### src/rtl/pipe_pkg.sv
// Shared definitions for the pipeline stage buffer.
// Holds the state encoding, the default payload width (instruction + PC + PC+4)
// and a helper that reports how many entries each state holds.
package pipe_pkg;

  localparam int unsigned XLEN           = 32;
  localparam int unsigned DATA_W_DEFAULT = 3 * XLEN;

  // Plain constants rather than an enum so older stage code can share the encoding.
  localparam logic [1:0] ST_EMPTY = 2'd0;
  localparam logic [1:0] ST_FULL  = 2'd1;
  localparam logic [1:0] ST_SKIDF = 2'd2;

  // Number of payload entries held in a given state.
  function automatic logic [1:0] held_entries(input logic [1:0] st);
    logic [1:0] n;
    n = 2'd0;
    case (st)
      ST_FULL:  n = 2'd1;
      ST_SKIDF: n = 2'd2;
      default:  n = 2'd0;
    endcase
    return n;
  endfunction

endpackage

### src/rtl/pipe_stage_buf_sat_counter.sv
// Saturating up-counter used for the stage performance counters.
// Ports:
//   clk_i   clock
//   clr_ni  synchronous active-low clear
//   inc_i   amount to add this cycle
//   cnt_o   current count; sticks at all-ones instead of wrapping
module sat_counter #(
  parameter int unsigned CNT_W = 16,
  parameter int unsigned INC_W = 2
) (
  input  logic             clk_i,
  input  logic             clr_ni,
  input  logic [INC_W-1:0] inc_i,
  output logic [CNT_W-1:0] cnt_o
);

  logic [CNT_W-1:0] cnt_q;
  logic [CNT_W-1:0] cnt_d;
  logic [CNT_W:0]   sum;

  always_comb begin
    sum   = {1'b0, cnt_q} + (CNT_W + 1)'(inc_i);
    // Carry out of the top bit means we passed all-ones: clamp.
    cnt_d = sum[CNT_W] ? {CNT_W{1'b1}} : sum[CNT_W-1:0];
  end

  always_ff @(posedge clk_i) begin
    if (!clr_ni) begin
      cnt_q <= '0;
    end else begin
      cnt_q <= cnt_d;
    end
  end

  assign cnt_o = cnt_q;

endmodule

### src/rtl/pipe_stage_buf.sv
// Valid/ready pipeline stage register with optional two-entry skid buffer.
// Ports:
//   clk        clock, all state on posedge
//   reset      synchronous active-low reset (priority over flush)
//   flush      synchronous clear of all stored entries
//   in_valid   upstream payload valid
//   in_ready   stage can accept a payload this cycle
//   in_data    upstream payload
//   out_valid  out_data holds a valid entry
//   out_ready  downstream accepts out_data this cycle
//   out_data   head entry payload
//   stall_cnt  saturating count of cycles with out_valid & !out_ready
//   drop_cnt   saturating count of entries discarded by flush
module pipe_stage_buf
  import pipe_pkg::*;
#(
  parameter int unsigned DATA_W     = DATA_W_DEFAULT,
  parameter int unsigned SKID       = 1,
  parameter int unsigned CLEAR_DATA = 1,
  parameter int unsigned CNT_W      = 16
) (
  input  logic              clk,
  input  logic              reset,
  input  logic              flush,
  input  logic              in_valid,
  output logic              in_ready,
  input  logic [DATA_W-1:0] in_data,
  output logic              out_valid,
  input  logic              out_ready,
  output logic [DATA_W-1:0] out_data,
  output logic [CNT_W-1:0]  stall_cnt,
  output logic [CNT_W-1:0]  drop_cnt
);

  logic [1:0]        state_q, state_d;
  logic [DATA_W-1:0] main_q, main_d;
  logic [DATA_W-1:0] skid_q, skid_d;

  logic       in_xfer;
  logic       out_xfer;
  logic [1:0] stall_inc;
  logic [1:0] drop_inc;

  assign out_valid = (state_q != ST_EMPTY);
  assign out_data  = main_q;
  assign out_xfer  = out_valid & out_ready;
  // A flushed cycle never accepts, even though in_ready is left as is.
  assign in_xfer   = in_valid & in_ready & ~flush;

  // With the skid buffer in_ready depends on state only, keeping the upstream
  // ready path registered; without it, ready follows out_ready when full.
  always_comb begin
    in_ready = 1'b0;
    if (reset) begin
      if (SKID != 0) begin
        in_ready = (state_q != ST_SKIDF);
      end else begin
        in_ready = (state_q == ST_EMPTY) | out_ready;
      end
    end
  end

  always_comb begin
    state_d = state_q;
    main_d  = main_q;
    skid_d  = skid_q;

    case (state_q)
      ST_EMPTY: begin
        if (in_xfer) begin
          main_d  = in_data;
          state_d = ST_FULL;
        end
      end
      ST_FULL: begin
        if (in_xfer && out_xfer) begin
          main_d = in_data;
        end else if (out_xfer) begin
          state_d = ST_EMPTY;
        end else if (in_xfer && (SKID != 0)) begin
          skid_d  = in_data;
          state_d = ST_SKIDF;
        end
      end
      ST_SKIDF: begin
        if (out_xfer) begin
          main_d  = skid_q;
          state_d = ST_FULL;
        end
      end
      default: state_d = ST_EMPTY;
    endcase

    if (flush) begin
      state_d = ST_EMPTY;
      main_d  = main_q;
      skid_d  = skid_q;
      if (CLEAR_DATA != 0) begin
        main_d = '0;
        skid_d = '0;
      end
    end

    // No skid storage exists in the single-entry configuration.
    if (SKID == 0) begin
      skid_d = '0;
    end
  end

  always_ff @(posedge clk) begin
    if (!reset) begin
      state_q <= ST_EMPTY;
      main_q  <= '0;
      skid_q  <= '0;
    end else begin
      state_q <= state_d;
      main_q  <= main_d;
      skid_q  <= skid_d;
    end
  end

  // Entries lost to a flush are those held minus the one delivered that cycle.
  always_comb begin
    stall_inc = {1'b0, out_valid & ~out_ready};
    drop_inc  = 2'd0;
    if (flush) begin
      drop_inc = held_entries(state_q) - {1'b0, out_xfer};
    end
  end

  sat_counter #(
    .CNT_W (CNT_W),
    .INC_W (2)
  ) u_stall_cnt (
    .clk_i  (clk),
    .clr_ni (reset),
    .inc_i  (stall_inc),
    .cnt_o  (stall_cnt)
  );

  sat_counter #(
    .CNT_W (CNT_W),
    .INC_W (2)
  ) u_drop_cnt (
    .clk_i  (clk),
    .clr_ni (reset),
    .inc_i  (drop_inc),
    .cnt_o  (drop_cnt)
  );

endmodule
### config.mk
export PLATFORM = sky130hd
export DESIGN_NAME = pipe_stage_buf
export DESIGN_NICKNAME = d
export VERILOG_FILES = /design/src/rtl/pipe_pkg.sv /design/src/rtl/pipe_stage_buf_sat_counter.sv /design/src/rtl/pipe_stage_buf.sv
export SDC_FILE = /design/constraint.sdc
export NUM_CORES = 1
export LEC_CHECK = 0
export BUFFER_PORTS_ARGS = -buffer_cell sky130_fd_sc_hd__clkbuf_2
export CAP_MARGIN = 0
export CORE_ASPECT_RATIO = 1.25
export CORE_UTILIZATION = 55
export CTS_BUF_LIST = sky130_fd_sc_hd__clkbuf_16
export DETAILED_ROUTE_END_ITERATION = 10
export PLACE_DENSITY = 0.88
export SLEW_MARGIN = 0
export SYNTH_ARGS = -nofsm -noshare
export SYNTH_HDL_FRONTEND = slang
export SYNTH_SLANG_ARGS = --single-unit
### constraint.sdc
create_clock -name clk -period 8.8 [get_ports clk]
set_input_delay 1.32 -clock clk [delete_from_list [all_inputs] [get_ports clk]]
set_output_delay 1.32 -clock clk [all_outputs]
set_load 0.05 [all_outputs]
==> results.tsv <==
metric	value	unit
cts_resized	0	
p_int	1.656	mW
gp_congestion	0.8209	
p_per_area	192.5	mW/mm²
dr.pass1.iters	5	
ir_drop	0.1248	mV
drt_wl_total	22.50	mm
async_flop_share	0	%
syn_nets	1148	
p_seq_share	48.0	%
power_frac_comb	8.2	%
cellLeakagePower	5.532	nW
setup_viol	0	
start_util	56.48	%
cts-root-buf	clkbuf_16	
skew	0.008777	ns
cts_tree	done	
regArea	0.004524	mm²
multiInputGateArea	0.004532	mm²
antenna_found_initial	0	
required	7.48	ns
clock-sinks	226	
fin_ws	5.190	ns
synthTopCellsByArea	dfxtp_1, mux2i_1, nand2_1, a211oi_2, nand3_1	
drcViolationCount	0	
drtIter0Drc	462	
switchingPower	524.5	µW
swShare	24.06	%
arrival	2.29	ns
post-route-period-util	41.03	%
rows	53	
core_area	0.01684	mm²
maxCapViolations	0	
hold_buffers	0	
crit_path_max_fanout	47	
worstReg2RegStart	state_q[1]	
io_pins	231	
grt.overflow.total	0	
grt_pass1_wl	36.21	mm
nFillCells	1305	
met2_usage	44.45	%
gr-usage-all-layers	24.50	%
top_usage_layer	met2	
vias_per_cell	5.508	
final_common_cell	clkbuf_2	
ant_nets	0	
end_kind	output pin	
synth_warnings	0	
htreeDepth	1	
tns	0	ns
rsz0062_at_grt	false	
relSlewSlack	27.17	%
grt_pass1_vias	7713	
max_freq	277.0	MHz
critPathKind	reg -> out	
syn_to_final_growth	19.04	%
hold_violations	0	
outcome	completed	
pwr-share-clk	43.8	%
total_power	2.180	mW
synth_top_area_share	47.56	%
tightestPinTransition	1.092	ns
min_from	skid_q[43]	
worstSetupStartpoint	state_q[1]	
dieWidth	119.6	µm
grtUsageMet1	28.32	%
antenna_cells	0	
hpwl	14.34	mm
ys_seq_elements	226	
min_path_type	reg -> reg	
path_clk_slew	0.06	ns
vias	8020	
grt_max_degree	97	
avgSynthCellArea	9.138	µm²
drive_gt1_share	27.35	%
start_kind	flop	
synth_top_area_cell	dfxtp_1	
ys_seq_area_share	47.56	%
met3_usage	6.002	%
netlist_area	0.009513	mm²
most-common-layout-cells	clkbuf_2, dfxtp_1, nand2_1, nand3_1, nor2_1	
port_buffers	230	
synth_edf_count	0	
maxSlewViolCount	0	
die_area	0.01783	mm²
die_h	149.0	µm
synth_cell_type_count	44	
wire_per_inst	15.46	µm
preCtsSetupSlack	4.797	ns
post_cts_buffers	0	
min_period	3.610	ns
cts_made_buffers	23	
syn_inst	1041	
insertion_delay	0.49	ns
nNetsFinal	1327	
cts_buffer_depth	3	
ys.flop_type	dfxtp_1	
==> power groups by stage <==
| stage | Combinational (mW) | Sequential, mW | Clock [mW] |
|---|---|---|---|
| 3_3_place_gp | 0.175 | 1.07 | 0 |
| 6_report | 0.179 | 1.05 | 0.955 |
| 5_1_grt | 0.192 | 1.05 | 1.02 |
| 2_1_floorplan | 0.0862 | 1.11 | 0 |
| 4_1_cts | 0.180 | 1.05 | 0.974 |
| 3_5_place_dp | 0.179 | 1.07 | 0 |
==> routing by layer <==
metal	vias up	wire length, µm
li1	3952	-
met2	252	11410
met1	3784	9056
met5	-	0
met4	0	422
met3	32	1614
==> synthesized netlist by cell type (2+ instances only) <==
master and instances:
nand3_1 106, xor2_1 10, a31oi_1 4, nand4_1 8
o21ai_0 2, xnor2_1 9, nor2_1 102, and2_1 3
and3_1 2, a211oi_1 39, buf_2 19, nand2b_1 4
buf_4 14, buf_6 6, nand3b_1 2, nor3_1 7
mux2i_1 100, nand2_1 206, buf_1 10, nor2b_1 4
inv_1 10, dfxtp_1 226, ha_1 5, or2_2 2
a21oi_1 26, nor4_1 3, and4_1 5, clkbuf_1 34
a211oi_2 58
==> registers in the layout (all words and copies together) (netlist names) <==
name / cells
out_data: 96
state_q: 2
skid_q: 96
u_stall_cnt.cnt_o: 16
u_drop_cnt.cnt_o: 16
==> through the flow <==
stage / area (µm²) / cells / hold slack, ns / utilization, %
global route: 11320 / 1456 / 0.4664 / 67.23
CTS: 11320 / 1456 / 0.4547 / 67.23
finish: 11320 / 1456 / 0.4523 / 67.23
global placement: 10580 / 1415 / 0.4388 / 62.84
floorplan: 9513 / 1041 / 0.4333 / -
detailed placement: 10580 / 1415 / 0.4446 / 62.84
==> final timing paths <==
check,to,slack [ns],cells after the start
worst max register to register,u_drop_cnt.cnt_o[6],5.24,7
worst max-delay path,in_ready,5.19,3
worst min register to register,skid_q[43],0.45,2
worst min-delay path,skid_q[43],0.45,2
==> kinds of logic (layout without fill, tap and decap cells) <==
family	after synthesis	after routing	synth area share (%)
flip-flops	226	226	47.56
AND/OR/NAND/NOR	460	460	21.08
AO/OA/AOI/OAI	135	135	13.18
multiplexers	100	100	10.52
adder cells (fa/ha/maj)	6	6	0.8681
buffers and inverters	95	290	5.037
XOR/XNOR	19	19	1.749
==> final cells by class <==
| class | instances | share of cell area (%) |
|---|---|---|
| sequential | 226 | 39.95 |
| timing repair buffer | 238 | 10.69 |
| multi-input combinational | 720 | 40.02 |
| clock buffer | 23 | 5.082 |
| inverter | 11 | 0.3646 |
| tap | 220 | 2.431 |
| clock inverter | 18 | 1.458 |
==> worst max-delay path: stages, from the launching register on <==
cell	delay (ns)
dfxtp_1	0.62
nand2b_4	0.55
and2_1	0.39
clkbuf_2	0.23
No activity file was read; power rests on OpenSTA's default activity.
